### src/rtl/sync_fifo_flags_if.sv
// Bus bundle for sync_fifo_flags: write/read requests, data and status flags.
// master drives requests and data in; slave (the FIFO) drives data out and status.
interface sync_fifo_flags_if #(
  parameter int DATA_WIDTH = 8,
  parameter int ADDR_WIDTH = 4
);
  logic                  flush;
  logic                  wr_en;
  logic [DATA_WIDTH-1:0] din;
  logic                  rd_en;
  logic [DATA_WIDTH-1:0] dout;
  logic                  rd_valid;
  logic                  full;
  logic                  empty;
  logic                  almost_full;
  logic                  almost_empty;
  logic [ADDR_WIDTH:0]   count;
  logic                  overflow;
  logic                  underflow;

  modport master (
    output flush, wr_en, din, rd_en,
    input  dout, rd_valid, full, empty, almost_full, almost_empty, count, overflow, underflow
  );

  modport slave (
    input  flush, wr_en, din, rd_en,
    output dout, rd_valid, full, empty, almost_full, almost_empty, count, overflow, underflow
  );
endinterface

### src/rtl/sync_fifo_flags.sv
// Single-clock FIFO with optional first-word-fall-through read, programmable
// almost-full/almost-empty thresholds, occupancy count, sticky error flags and flush.
module sync_fifo_flags #(
  parameter int DATA_WIDTH = 8,
  parameter int ADDR_WIDTH = 4,
  parameter int FWFT       = 0,
  parameter int AF_THRESH  = 14,
  parameter int AE_THRESH  = 2
) (
  input logic               clk,
  input logic               rst,
  sync_fifo_flags_if.slave  bus
);
  localparam int DEPTH = 1 << ADDR_WIDTH;
  localparam logic [ADDR_WIDTH:0] DEPTH_C = (ADDR_WIDTH+1)'(DEPTH);
  localparam logic [ADDR_WIDTH:0] AF_C    = (ADDR_WIDTH+1)'(AF_THRESH);
  localparam logic [ADDR_WIDTH:0] AE_C    = (ADDR_WIDTH+1)'(AE_THRESH);

  logic [DATA_WIDTH-1:0] mem_q [DEPTH];
  logic [ADDR_WIDTH-1:0] wr_ptr_q, wr_ptr_d;
  logic [ADDR_WIDTH-1:0] rd_ptr_q, rd_ptr_d;
  logic [ADDR_WIDTH:0]   count_q, count_d;
  logic                  overflow_q, overflow_d;
  logic                  underflow_q, underflow_d;
  logic                  full, empty, wr_acc, rd_acc;

  // Handshake: a write is taken on any edge where wr_en && !full, a read on any
  // edge where rd_en && !empty; both judged on pre-edge state, flush blocks both.
  always_comb begin
    full        = (count_q == DEPTH_C);
    empty       = (count_q == '0);
    wr_acc      = bus.wr_en && !full;
    rd_acc      = bus.rd_en && !empty;
    wr_ptr_d    = wr_ptr_q;
    rd_ptr_d    = rd_ptr_q;
    count_d     = count_q;
    overflow_d  = overflow_q;
    underflow_d = underflow_q;
    if (bus.flush) begin
      wr_ptr_d    = '0;
      rd_ptr_d    = '0;
      count_d     = '0;
      overflow_d  = 1'b0;
      underflow_d = 1'b0;
    end else begin
      if (wr_acc) wr_ptr_d = wr_ptr_q + ADDR_WIDTH'(1);
      if (rd_acc) rd_ptr_d = rd_ptr_q + ADDR_WIDTH'(1);
      case ({wr_acc, rd_acc})
        2'b10:   count_d = count_q + (ADDR_WIDTH+1)'(1);
        2'b01:   count_d = count_q - (ADDR_WIDTH+1)'(1);
        default: count_d = count_q;
      endcase
      if (bus.wr_en && full)  overflow_d  = 1'b1;
      if (bus.rd_en && empty) underflow_d = 1'b1;
    end
  end

  // Storage is never cleared; only the pointers decide what is valid.
  always_ff @(posedge clk) begin
    if (!rst && !bus.flush && wr_acc) mem_q[wr_ptr_q] <= bus.din;
  end

  always_ff @(posedge clk) begin
    if (rst) begin
      wr_ptr_q    <= '0;
      rd_ptr_q    <= '0;
      count_q     <= '0;
      overflow_q  <= 1'b0;
      underflow_q <= 1'b0;
    end else begin
      wr_ptr_q    <= wr_ptr_d;
      rd_ptr_q    <= rd_ptr_d;
      count_q     <= count_d;
      overflow_q  <= overflow_d;
      underflow_q <= underflow_d;
    end
  end

  generate
    if (FWFT != 0) begin : g_fwft
      // Head word is always presented; rd_en merely advances past it.
      assign bus.dout     = mem_q[rd_ptr_q];
      assign bus.rd_valid = !empty;
    end else begin : g_std
      logic [DATA_WIDTH-1:0] dout_q, dout_d;
      logic                  rd_valid_q, rd_valid_d;

      always_comb begin
        dout_d     = dout_q;
        rd_valid_d = 1'b0;
        if (bus.flush) begin
          dout_d = '0;
        end else if (rd_acc) begin
          dout_d     = mem_q[rd_ptr_q];
          rd_valid_d = 1'b1;
        end
      end

      always_ff @(posedge clk) begin
        if (rst) begin
          dout_q     <= '0;
          rd_valid_q <= 1'b0;
        end else begin
          dout_q     <= dout_d;
          rd_valid_q <= rd_valid_d;
        end
      end

      assign bus.dout     = dout_q;
      assign bus.rd_valid = rd_valid_q;
    end
  endgenerate

  assign bus.full         = full;
  assign bus.empty        = empty;
  assign bus.almost_full  = (count_q >= AF_C);
  assign bus.almost_empty = (count_q <= AE_C);
  assign bus.count        = count_q;
  assign bus.overflow     = overflow_q;
  assign bus.underflow    = underflow_q;
endmodule

### src/flat_wrapper.sv
// flat-port wrapper written by rule: the top's interface ports become plain ports
module sync_fifo_flags_flat 
#(
  parameter int DATA_WIDTH = 8,
  parameter int ADDR_WIDTH = 4,
  parameter int FWFT       = 0,
  parameter int AF_THRESH  = 14,
  parameter int AE_THRESH  = 2
)
  (clk, rst, bus_flush, bus_wr_en, bus_din, bus_rd_en, bus_dout, bus_rd_valid, bus_full, bus_empty, bus_almost_full, bus_almost_empty, bus_count, bus_overflow, bus_underflow);
  sync_fifo_flags_if #(.DATA_WIDTH(DATA_WIDTH), .ADDR_WIDTH(ADDR_WIDTH)) bus_i ();
  input logic clk;
  input logic rst;
  input wire logic [$bits(bus_i.flush)-1:0] bus_flush;
  input wire logic [$bits(bus_i.wr_en)-1:0] bus_wr_en;
  input wire logic [$bits(bus_i.din)-1:0] bus_din;
  input wire logic [$bits(bus_i.rd_en)-1:0] bus_rd_en;
  output wire logic [$bits(bus_i.dout)-1:0] bus_dout;
  output wire logic [$bits(bus_i.rd_valid)-1:0] bus_rd_valid;
  output wire logic [$bits(bus_i.full)-1:0] bus_full;
  output wire logic [$bits(bus_i.empty)-1:0] bus_empty;
  output wire logic [$bits(bus_i.almost_full)-1:0] bus_almost_full;
  output wire logic [$bits(bus_i.almost_empty)-1:0] bus_almost_empty;
  output wire logic [$bits(bus_i.count)-1:0] bus_count;
  output wire logic [$bits(bus_i.overflow)-1:0] bus_overflow;
  output wire logic [$bits(bus_i.underflow)-1:0] bus_underflow;
  assign bus_i.flush = bus_flush;
  assign bus_i.wr_en = bus_wr_en;
  assign bus_i.din = bus_din;
  assign bus_i.rd_en = bus_rd_en;
  assign bus_dout = bus_i.dout;
  assign bus_rd_valid = bus_i.rd_valid;
  assign bus_full = bus_i.full;
  assign bus_empty = bus_i.empty;
  assign bus_almost_full = bus_i.almost_full;
  assign bus_almost_empty = bus_i.almost_empty;
  assign bus_count = bus_i.count;
  assign bus_overflow = bus_i.overflow;
  assign bus_underflow = bus_i.underflow;
  sync_fifo_flags #(.DATA_WIDTH(DATA_WIDTH), .ADDR_WIDTH(ADDR_WIDTH), .FWFT(FWFT), .AF_THRESH(AF_THRESH), .AE_THRESH(AE_THRESH)) u_core (.clk(clk), .rst(rst), .bus(bus_i));
endmodule
### config.mk
export PLATFORM = sky130hd
export DESIGN_NAME = sync_fifo_flags_flat
export DESIGN_NICKNAME = d
export VERILOG_FILES = /design/src/rtl/sync_fifo_flags_if.sv /design/src/rtl/sync_fifo_flags.sv /design/src/flat_wrapper.sv
export SDC_FILE = /design/constraint.sdc
export NUM_CORES = 1
export LEC_CHECK = 0
export ABC_AREA = 1
export BUFFER_PORTS_ARGS = -buffer_cell sky130_fd_sc_hd__buf_2
export CORE_ASPECT_RATIO = 0.75
export CORE_MARGIN = 1.5
export CORE_UTILIZATION = 47
export CTS_CLUSTER_DIAMETER = 150
export DETAILED_ROUTE_END_ITERATION = 10
export MAX_ROUTING_LAYER = met4
export PLACE_DENSITY = 0.66
export SYNTH_ARGS = -nofsm -noshare
export SYNTH_HDL_FRONTEND = slang
export SYNTH_SLANG_ARGS = --single-unit
export TNS_END_PERCENT = 50
### constraint.sdc
create_clock -name clk -period 2.21 [get_ports clk]
set_input_delay 0.1105 -clock clk [delete_from_list [all_inputs] [get_ports clk]]
set_output_delay 0.1105 -clock clk [all_outputs]
set_load 0.02 [all_outputs]
# [Word-level counts from Yosys, hierarchy flattened]
# Memories as Yosys holds them, arrays and structs flattened. A register that Yosys moved wholly into a read port is not among the register bits.
# Index checks and enable logic that the tools add are counted.
[word_totals] reg_bits=16 mem_bits_rw=128 inputBits=13 out_inout_bits=20 wordCells=33 mem_count=1
[classes] n_addsub=4 magnitude_cmp=2 eq_ne=3 mux=4 reduce_logical=13
[mem_list] name="u_core.mem_q" words=16 width=8 rd=1 rd_clocked_by_memory_dff=1 write_ports=1 line_no="sync_fifo_flags.sv:19" source="logic [DATA_WIDTH-1:0] mem_q [DEPTH];"
[op_table] operator="case mux 5 bit (2 select lines)" count=1
[op_table] operator="adder 4 x 1 -> 4 bit (second input constant)" count=2
[op_table] operator="logical AND 1 bit" count=6
[op_table] operator="adder 5 x 1 -> 5 bit (second input constant)" count=1
[op_table] operator="equality test 5 bit (second input constant)" count=1
[op_table] operator="greater-or-equal comparator 5 x 4 -> 1 bit (second input constant)" count=1
[op_table] operator="less-or-equal comparator 5 x 2 -> 1 bit (second input constant)" count=1
[op_table] operator="logical NOT 5 bit" count=1
[op_table] operator="subtractor 5 x 1 -> 5 bit (second input constant)" count=1
[op_table] operator="logical NOT 1 bit" count=4
[op_table] operator="2-to-1 mux 1 bit" count=3
[op_table] operator="equality test 2 x 1 -> 1 bit (second input constant)" count=1
[op_table] operator="equality test 2 bit (second input constant)" count=1
[op_table] operator="nonzero test 2 bit" count=1
[op_table] operator="OR reduction 2 bit" count=1

# [Depth between registers and ports, before layout]
# Gate-level depths: netlist of run 1.
[logic_depth] depth_word=6 mapped_depth=16 mapped_depth_nobuf=15

# [Worst setup path after synthesis of run 1]
# Ideal clock, no wire load.
[synth_path] path_type="reg-to-reg" from="register u_core.count_q[1], in the netlist u_core.bus.count[1]" to="register u_core.count_q[4], in the netlist u_core.bus.count[4]" setup_time_ns=0.132 arrival_ns=2.065 required_ns=2.078 path_slack_ns=0.013 path_stages_with_launch=16 n_path_buf=1 synth_period_minus_slack_ns=2.197 path_cell_list="dfxtp_1 > inv_1 > nand4_1 > nand2_2 > inv_2 > buf_4 > ha_1 > xor2_1 > ha_1 > inv_1 > nand2_1 > nand3_1 > nand3b_1 > nand2_1 > nand2_1 > a21oi_1"
[synth_via] elab_chain_len=5 word_cells_on_any_way=12 cone_classes="add/sub: 2; eq/ne: 3; mux: 1; reduce/logical: 6"
[synth_rtl] item="from (decl)" line_no="sync_fifo_flags.sv:22" source="logic [ADDR_WIDTH:0] count_q, count_d;"
[synth_rtl] item="from (signal assigned)" line_no="sync_fifo_flags.sv:73" source="count_q <= count_d;"
[synth_rtl] item="logical NOT 5 bit (*)" line_no="sync_fifo_flags.sv:31" source="empty = (count_q == '0);"
[synth_rtl] item="logical NOT 1 bit (*)" line_no="sync_fifo_flags.sv:33" source="rd_acc = bus.rd_en && !empty;"
[synth_rtl] item="logical AND 1 bit (*)" line_no="sync_fifo_flags.sv:33"
[synth_rtl] item="via u_core.rd_acc" line_no="sync_fifo_flags.sv:25" source="logic full, empty, wr_acc, rd_acc;"
[synth_rtl] item="equality test 2 x 1 -> 1 bit / equality test 2 bit (equally long branches)" line_no="sync_fifo_flags.sv:48" source="case ({wr_acc, rd_acc})"
[synth_rtl] item="case mux 5 bit (2 select lines) / nonzero test 2 bit (equally long branches)"
# Mark *: on every way through the listed nets, which the timed path passes. The rest lies on a longest branch.
# A chain may end at the register's enable or synchronous reset.

# [Worst setup path after layout of run 1]
[layout_path] from="register u_core.count_q[2], in the netlist u_core.bus.count[2]" to="register u_core.count_q[3], in the netlist u_core.bus.count[3]"
[layout_via] elab_chain_len=5 word_cells_on_any_way=12 cone_classes="add/sub: 2; eq/ne: 3; mux: 1; reduce/logical: 6"
[layout_rtl] item="equality test 5 bit / logical NOT 5 bit (equally long branches)" line_no="sync_fifo_flags.sv:30, sync_fifo_flags.sv:31"
[layout_rtl] item="logical NOT 1 bit, on equally long branches" line_no="sync_fifo_flags.sv:32, sync_fifo_flags.sv:33"
[layout_rtl] item="logical AND 1 bit, on equally long branches" line_no="sync_fifo_flags.sv:32, sync_fifo_flags.sv:33"
[layout_rtl] item="equality test 2 x 1 -> 1 bit / equality test 2 bit (equally long branches)" line_no="sync_fifo_flags.sv:48"
[layout_rtl] item="case mux 5 bit (2 select lines) / nonzero test 2 bit (equally long branches)"
# Parallel ways exist; a longest one is shown, timed or not.

==> results.sh, run 1 <==
export IMPL_cts_htree_levels=4
export IMPL_die_area_um2=15000
export IMPL_row_count=37
export IMPL_io_buffers=32
export IMPL_layout_drive_gt1_share=0.138
export IMPL_cts_tree="built"
export IMPL_netlist_instances=688
export IMPL_hpwl_um=9610
export IMPL_fin_crit_sh=0.893
export IMPL_clkLatencyLatePin_ps=420
export IMPL_syn_to_final_growth_pct=15.7
export IMPL_grt_pass1_wl_um=24200
export IMPL_worstPathMaxFanout=20
export IMPL_die_y_um=106
export IMPL_diodes=0
export IMPL_cts_made_buffers=17
export IMPL_comb_power_share=0.084
export IMPL_synth_common_cells="nand2_1, edfxtp_1, nand3_1"
export IMPL_p_per_area_nw_per_um2=846
export IMPL_grt_pass1_vias=4635
export IMPL_setup_viol=0
export IMPL_grt_antenna_before_repair=0
export IMPL_power_switching_mw=1.57
export IMPL_ys_types=26
export IMPL_postCtsSetupBuffers=0
export IMPL_synth_most_common_cell="nand2_1"
export IMPL_grt_max_degree=67
export IMPL_drt_iter0_drc=327
export IMPL_slew_viol_final=0
export IMPL_fin_area_um2=7740
export IMPL_yosysSeqAreaShare=0.646
export IMPL_clkSinkCount=152
export IMPL_fin_ws_ps=237
export IMPL_synthArstFlopShare=0
export IMPL_drc=0
export IMPL_setup_tns_ps=0
export IMPL_p_sw_frac=0.240
export IMPL_dp_slack_ps=85.7
export IMPL_rsz0062_at_grt="no"
export IMPL_synth_fp_nets=710
export IMPL_cts_buffer_depth=2
export IMPL_ant_nets=0
export IMPL_finalWeightedCongestion=0.880
export IMPL_wl_per_cell_um=16.5
export IMPL_finalHoldViolations=0
export IMPL_synth_edf_count=128
export IMPL_synthFlopType="edfxtp_1"
export IMPL_p_leak_nw=3.33
export IMPL_end_kind="register"
export IMPL_status="finished, final reports clean"
export IMPL_finClkSkew_ps=9.04
export IMPL_clkTransAtPathRegs_ps=60
export IMPL_stdcell_count=926
export IMPL_hold_class="in -> reg"
export IMPL_coreArea_um2=13800
export IMPL_clockRootBuffer="clkbuf_16"
export IMPL_avgSynthCellArea_um2=9.73
export IMPL_ys_seq_elements=152
export IMPL_totalWireLength_um=15300
export IMPL_drv_cap=0
export IMPL_placed_cell_area_um2=7110
export IMPL_ir_drop_uv=566
export IMPL_via_per_inst=5.12
export IMPL_initial_utilization=0.485
export IMPL_grt_overflow=0
export IMPL_grt_usage=0.223
export IMPL_ios=33
export IMPL_firstDrtPassIters=5
export IMPL_clkPwrFrac=0.433
export IMPL_fillers=1177
export IMPL_synth_warning_count=0
export IMPL_vias=4741
export IMPL_ys_top_cells_by_area="edfxtp_1, nand2_1, nand3_1"
export IMPL_critPathArrivalTime_ps=2290
export IMPL_tightest_slew_ps=749
export IMPL_synthesis_area_um2=6690
export IMPL_yosysTopAreaCellShare=0.574
export IMPL_required_ps=2530
export IMPL_timing_fmax_mhz=507
export IMPL_nNetsFinal=760
export IMPL_relSlewSlack=0.501
export IMPL_fin_crit_ps=1970
export IMPL_total_power_mw=6.55
export IMPL_cp_start_kind="register"
export IMPL_setup_worst_path_class="reg -> reg"
export IMPL_p_int_mw=4.98
export IMPL_seqPwrFrac=0.483
export IMPL_die_w_um=141
export IMPL_placedCellCount=892
export IMPL_synth_largest_area_cell="edfxtp_1"
[final timing paths]
| kind | startpoint | endpoint | slack (ps) | cells after the start |
|---|---|---|---|---|
| setup reg to reg | u_core.bus.count[2] | u_core.bus.count[3] | 240 | 14 |
| setup / recovery | u_core.bus.count[2] | u_core.bus.count[3] | 240 | 14 |
| hold / removal | bus_din[7] | u_core.mem_q[5][7] | 100 | 1 |
| hold reg to reg | u_core.bus.overflow | u_core.bus.overflow | 480 | 2 |
[layer usage]
layer,up-vias,GRT usage,part of all wire
li1,2327,-,-
met1,2236,0.299,0.46
met5,-,-,0
met4,0,0.0796,0.016
met2,151,0.341,0.46
met3,27,0.0450,0.061
[logic make-up (layout without fill, tap and decap cells)]
| family | count (synthesis) | in the layout | synth area share |
|---|---|---|---|
| DFF | 152 | 152 | 0.646 |
| xor gates and xnor gates | 5 | 5 | 0.00654 |
| buffers and inverters | 128 | 191 | 0.0811 |
| AOI/OAI and AO/OA | 25 | 25 | 0.0198 |
| and+or+nand+nor | 369 | 369 | 0.230 |
| adders and majority gates | 9 | 9 | 0.0168 |
[stage by stage]
step / hold WS [ps] / utilization
3_5_place_dp: 383 / 0.516
4_1_cts: 82.0 / 0.559
5_1_grt: 88.7 / 0.561
3_3_place_gp: 386 / 0.516
2_1_floorplan: 209 / -
6_report: 97.2 / 0.561
[critical path, cell delays in order (launching register included)]
cell and delay, ps:
dfxtp_2 350, nor2_4 140, nand4_1 150, nand2_2 100
inv_2 50, buf_4 190, ha_1 230, nand2_1 90
inv_1 40, a21boi_0 240, nand2_1 80, nand2_1 60
nand3_1 60, nand2_1 50, inv_1 40
[registers in the layout, indices dropped and copies added, names as in the netlist]
register	count
u_core.bus.dout	8
u_core.wr_ptr_q	4
u_core.bus.underflow	1
u_core.bus.rd_valid	1
u_core.bus.overflow	1
u_core.mem_q	128
u_core.rd_ptr_q	4
u_core.bus.count	5
[cell type report]
cell class,count,area [µm²],share of cell area
clock buffer,19,433,0.0559
clock inverter,13,148,0.0191
inverter,98,368,0.0475
multi-input combinational,408,1850,0.239
sequential,152,4330,0.559
tap,175,219,0.0283
timing repair buffer,61,395,0.0511
[power groups by stage]
stage,Sequential [mW],Combinational [mW],Clock (mW)
floorplan,3.24,0.338,0
global placement,3.22,0.530,0
detailed placement,3.22,0.538,0
CTS,3.16,0.546,2.88
global route,3.16,0.617,3.00
finish,3.16,0.551,2.84
[placed cells by master (no fill, tap or decap)]
| master | count |
|---|---|
| nand2_1 | 225 |
| edfxtp_1 | 128 |
| nand3_1 | 99 |
| inv_1 | 92 |
| nor2_1 | 37 |
| buf_2 | 32 |
| buf_4 | 26 |
| dfxtp_1 | 18 |
| clkbuf_16 | 17 |
| a21oi_1 | 15 |
| ha_1 | 8 |
| o21ai_0 | 7 |
| dfxtp_2 | 6 |
| clkinvlp_4 | 4 |
| inv_2 | 3 |
| clkinv_1 | 3 |
| xor2_1 | 3 |
| clkinv_4 | 3 |
| inv_6 | 3 |
| nand4_1 | 2 |
| nand2_2 | 2 |
| clkbuf_1 | 2 |
| bufinv_16 | 2 |
| dlygate4sd3_1 | 2 |
| nor2_4 | 1 |
| xor2_2 | 1 |
| nand2_4 | 1 |
| o31ai_1 | 1 |
| a21boi_0 | 1 |
| nor3b_1 | 1 |
| o21bai_1 | 1 |
| xnor2_1 | 1 |
| nand3b_1 | 1 |
| ha_4 | 1 |
| clkinv_2 | 1 |
| buf_12 | 1 |
[what timing repair did]
item / in CTS / in global routing
hold buffers: 2 / 0
endpoints found under the setup margin: 0 / 3
endpoints found under the hold margin: 2 / 0
resized for setup: 0 / 9
Note: power is estimated with default switching activity, not from simulation.
==> inputs of run 2 (changes only) <==
--- a/config.mk
+++ b/config.mk
@@ -13,7 +13,8 @@
 export CTS_CLUSTER_DIAMETER = 150
 export DETAILED_ROUTE_END_ITERATION = 10
 export MAX_ROUTING_LAYER = met4
-export PLACE_DENSITY = 0.66
+export PLACE_DENSITY_LB_ADDON = 0.05
+export SETUP_SLACK_MARGIN = 0.15
 export SYNTH_ARGS = -nofsm -noshare
 export SYNTH_HDL_FRONTEND = slang
 export SYNTH_SLANG_ARGS = --single-unit
==> results.sh, run 2 (synthesized netlist as in run 1, its figures left out) <==
export IMPL_clkPwrFrac=0.441
export IMPL_grt_max_degree=35
export IMPL_p_leak_nw=3.37
export IMPL_final_util=0.567
export IMPL_fillers=1195
export IMPL_row_count=37
export IMPL_clockRootBuffer="clkbuf_16"
export IMPL_largest_register_ffs=128
export IMPL_hold_depth=4
export IMPL_firstDrtPassIters=5
export IMPL_regMostFlops="u_core.mem_q"
export IMPL_vias=4591
export IMPL_timing_hold_ws_ps=66.9
export IMPL_r2r_start="u_core.bus.count[3]"
export IMPL_stdcell_count=930
export IMPL_p_sw_frac=0.238
export IMPL_crit_path_start="u_core.bus.count[3]"
export IMPL_tightest_slew_ps=555
export IMPL_grt_overflow=0
export IMPL_grt_pass1_vias=4576
export IMPL_layout_common_cells="nand2_1, edfxtp_1, nand3_1"
export IMPL_clkTransAtPathRegs_ps=60
export IMPL_cp_start_kind="register"
export IMPL_grt_pass1_wl_um=24600
export IMPL_placed_cell_area_um2=7120
export IMPL_rsz0062_at_grt="yes"
export IMPL_total_power_mw=6.69
export IMPL_totalWireLength_um=15300
export IMPL_relSlewSlack=0.628
export IMPL_hp_start="bus_flush"
export IMPL_finalWeightedCongestion=0.803
export IMPL_ir_drop_uv=704
export IMPL_final_common_cell="nand2_1"
export IMPL_die_w_um=141
export IMPL_slew_viol_final=0
export IMPL_grt_usage=0.230
export IMPL_required_ps=2550
export IMPL_finalHoldViolations=0
export IMPL_syn_to_final_growth_pct=16.8
export IMPL_ant_nets=0
export IMPL_layout_drive_gt1_share=0.150
export IMPL_power_switching_mw=1.59
export IMPL_initial_utilization=0.485
export IMPL_cts_htree_levels=4
export IMPL_r2r_worst_path_cells=14
export IMPL_fin_ws_ps=213
export IMPL_fin_crit_sh=0.904
export IMPL_setup_viol=0
export IMPL_drc=0
export IMPL_grt_antenna_before_repair=0
export IMPL_clkSinkCount=152
export IMPL_drv_cap=0
export IMPL_die_y_um=106
export IMPL_ios=33
export IMPL_regArea_um2=4340
export IMPL_cts_buffer_depth=2
export IMPL_status="finished, final reports clean"
export IMPL_coreArea_um2=13800
export IMPL_clkLatencyLatePin_ps=420
export IMPL_cts_tree="built"
export IMPL_fin_crit_ps=2000
export IMPL_p_int_mw=5.10
export IMPL_multi_input_area_um2=1870
export IMPL_hpwl_um=9910
export IMPL_cts_made_buffers=17
export IMPL_placedCellCount=894
export IMPL_worstPathMaxFanout=9
export IMPL_dp_slack_ps=76.9
export IMPL_comb_power_share=0.085
export IMPL_timing_fmax_mhz=501
export IMPL_setup_tns_ps=0
export IMPL_seqPwrFrac=0.474
export IMPL_p_per_area_nw_per_um2=856
export IMPL_drt_iter0_drc=335
export IMPL_end_kind="register"
export IMPL_io_buffers=32
export IMPL_via_per_inst=4.94
export IMPL_nNetsFinal=765
export IMPL_critPathArrivalTime_ps=2330
export IMPL_diodes=0
export IMPL_wl_per_cell_um=16.4
export IMPL_fin_area_um2=7820
export IMPL_hold_class="in -> reg"
export IMPL_setup_worst_path_class="reg -> reg"
export IMPL_finClkSkew_ps=6.07
export IMPL_die_area_um2=15000
[run 2: final cells by class]
cell class	instances	share of cell area
clock inverter	14	0.0221
multi-input combinational	408	0.240
sequential	152	0.555
tap	175	0.0280
inverter	98	0.0474
timing repair buffer	66	0.0538
clock buffer	17	0.0544
[run 2: repair_timing]
| item | in CTS | in global routing |
|---|---|---|
| setup endpoints to repair | 2 | 3 |
| resized for setup | 3 | 8 |
| setup buffers | 1 | 2 |
| hold endpoints to repair | 2 | 0 |
| pin swaps | 1 | 5 |
| hold buffers | 2 | 0 |
[run 2: path summary, 6_finish.rpt]
| path | to | slack [ps] |
|---|---|---|
| setup / recovery | u_core.bus.count[4] | 210 |
| hold / removal | u_core.bus.count[1] | 70 |
| setup reg to reg | u_core.bus.count[4] | 210 |
| hold reg to reg | u_core.bus.overflow | 470 |
[run 2: power groups by stage]
stage               clock network [mW]  logic [mW]  registers, mW
global route                      3.11       0.641           3.17
detailed placement                   0       0.541           3.23
global placement                     0       0.536           3.23
CTS                               2.99       0.560           3.17
floorplan                            0       0.338           3.24
finish                            2.95       0.569           3.17
[run 2: routing by layer]
layer	global-route usage	vias up	share of wire	routed length [µm]
li1	-	2331	-	-
met1	0.311	2155	0.48	7290
met2	0.354	90	0.47	7140
met3	0.0437	15	0.044	669
met4	0.0707	0	0.010	157
met5	-	-	0	0
[run 2: critical path, cell delays in order (launching register included)]
cell	delay, ps
dfxtp_4	370
nor2_4	130
nand4_1	160
nand2_2	130
inv_4	70
ha_4	190
xor2_2	180
ha_1	180
inv_1	60
nand2_2	60
nand3_2	80
nand3b_1	70
nand2_1	60
nand2_1	50
a21oi_2	110
==> inputs of run 3 (changes only) <==
--- a/config.mk
+++ b/config.mk
@@ -6,7 +6,7 @@
 export NUM_CORES = 1
 export LEC_CHECK = 0
 export ABC_AREA = 1
-export BUFFER_PORTS_ARGS = -buffer_cell sky130_fd_sc_hd__buf_2
+export BUFFER_PORTS_ARGS = -buffer_cell sky130_fd_sc_hd__buf_4
 export CORE_ASPECT_RATIO = 0.75
 export CORE_MARGIN = 1.5
 export CORE_UTILIZATION = 47
==> results.sh, run 3 (synthesized netlist as in run 1, its figures left out) <==
export IMPL_setup_tns_ps=0
export IMPL_vias=4667
export IMPL_io_buffers=32
export IMPL_grt_overflow=0
export IMPL_status="finished, final reports clean"
export IMPL_drv_cap=0
export IMPL_fin_ws_ps=217
export IMPL_worstPathCellList="nor2_4 -> nand4_1 -> nand2_2 -> clkinv_4 -> ha_4 -> xor2_2 -> ha_2 -> inv_1 -> nand2_2 -> nand3_2 -> nand2_1 -> nand2_1 -> nand2_1 -> nand2_1 -> a21oi_1"
export IMPL_p_per_area_nw_per_um2=821
export IMPL_initial_utilization=0.485
export IMPL_cp_common_cell="nand2_1"
export IMPL_r2r_setup_slack_ps=220
export IMPL_grt_pass1_wl_um=23800
export IMPL_grt_antenna_before_repair=0
export IMPL_final_common_cell="nand2_1"
export IMPL_tightest_slew_ps=603
export IMPL_grt_usage=0.224
export IMPL_ir_drop_uv=623
export IMPL_r2r_worst_path_cells=15
export IMPL_path_depth=15
export IMPL_cpLargestDelayFamily="simple AND/OR/NAND/NOR gates"
export IMPL_max_stage_delay_ps=350
export IMPL_setup_worst_path_class="reg -> reg"
export IMPL_coreArea_um2=13800
export IMPL_p_leak_nw=3.35
export IMPL_stdcell_count=933
export IMPL_syn_to_final_growth_pct=17.4
export IMPL_hold_depth=1
export IMPL_fin_area_um2=7860
export IMPL_grt_max_degree=35
export IMPL_end_kind="register"
export IMPL_critPathArrivalTime_ps=2330
export IMPL_fin_crit_ps=1990
export IMPL_fin_crit_sh=0.902
export IMPL_grt_pass1_vias=4362
export IMPL_path_buf_inv=2
export IMPL_slew_viol_final=0
export IMPL_diodes=0
export IMPL_firstDrtPassIters=5
export IMPL_ios=33
export IMPL_totalWireLength_um=15400
export IMPL_layout_drive_gt1_share=0.154
export IMPL_clkSinkCount=152
export IMPL_cts_tree="built"
export IMPL_layout_common_cells="nand2_1, edfxtp_1, nand3_1"
export IMPL_rsz0062_at_grt="yes"
export IMPL_wl_per_cell_um=16.5
export IMPL_die_w_um=141
export IMPL_cp_start_kind="register"
export IMPL_relSlewSlack=0.596
export IMPL_via_per_inst=5.00
export IMPL_cp_slowest_cell="dfxtp_4"
export IMPL_row_count=37
export IMPL_dp_slack_ps=83.2
export IMPL_placedCellCount=894
export IMPL_finClkSkew_ps=8.21
export IMPL_die_y_um=106
export IMPL_regMostFlops="u_core.mem_q"
export IMPL_cts_made_buffers=17
export IMPL_ant_nets=0
export IMPL_clkTransAtPathRegs_ps=60
export IMPL_timing_fmax_mhz=502
export IMPL_hold_class="in -> reg"
export IMPL_die_area_um2=15000
export IMPL_setup_viol=0
export IMPL_finalWeightedCongestion=0.821
export IMPL_drc=0
export IMPL_drt_iter0_drc=361
export IMPL_clkLatencyLatePin_ps=420
export IMPL_required_ps=2540
export IMPL_largest_register_ffs=128
export IMPL_fillers=1205
export IMPL_finalHoldViolations=0
export IMPL_hpwl_um=9790
export IMPL_worstPathMaxFanout=5
export IMPL_clockRootBuffer="clkbuf_16"
export IMPL_cts_buffer_depth=2
export IMPL_cts_htree_levels=4
export IMPL_placed_cell_area_um2=7200
export IMPL_nNetsFinal=767
## run 3: repair_timing
| item | CTS | global route |
|---|---|---|
| hold endpoints to repair | 2 | 0 |
| setup buffers | 0 | 5 |
| gates resized for setup | 3 | 10 |
| pin swaps | 1 | 5 |
| endpoints found under the setup margin | 2 | 3 |
| cloned | 0 | 0 |
| hold buffers | 2 | 0 |
## run 3: power by group
part,internal (mW),switching (mW)
registers,3.14,0.0269
logic,0.214,0.397
clock network,1.46,1.22
total,4.81,1.64
## run 3: stage by stage
step / power (mW) / util / hold slack [ps]
after global routing: 6.69 / 0.570 / 47.4
after detailed placement: 3.79 / 0.522 / 376
after floorplan: 3.58 / - / 209
after global placement: 3.79 / 0.522 / 372
after CTS: 6.47 / 0.565 / 26.4
final: 6.45 / 0.570 / 38.3
## run 3: final timing paths
kind | to | startpoint
max | u_core.bus.count[4] | u_core.bus.count[3]
max reg2reg | u_core.bus.count[4] | u_core.bus.count[3]
min reg2reg | u_core.bus.overflow | u_core.bus.overflow
min | u_core.mem_q[6][5] | bus_din[5]
## run 3: layout make-up
class	count	area, µm²	area share
Timing Repair Buffer	68	515	0.0656
Inverter	98	373	0.0474
Tap cell	175	219	0.0279
Sequential cell	152	4330	0.552
Clock buffer	18	429	0.0546
Multi-Input combinational cell	408	1870	0.238
Clock inverter	14	115	0.0146
## run 3: layer usage
metal	GRT usage	up-vias	part of all wire
li1	-	2344	-
met1	0.303	2174	0.46
met2	0.340	130	0.47
met3	0.0414	19	0.058
met4	0.0826	0	0.016
met5	-	-	0
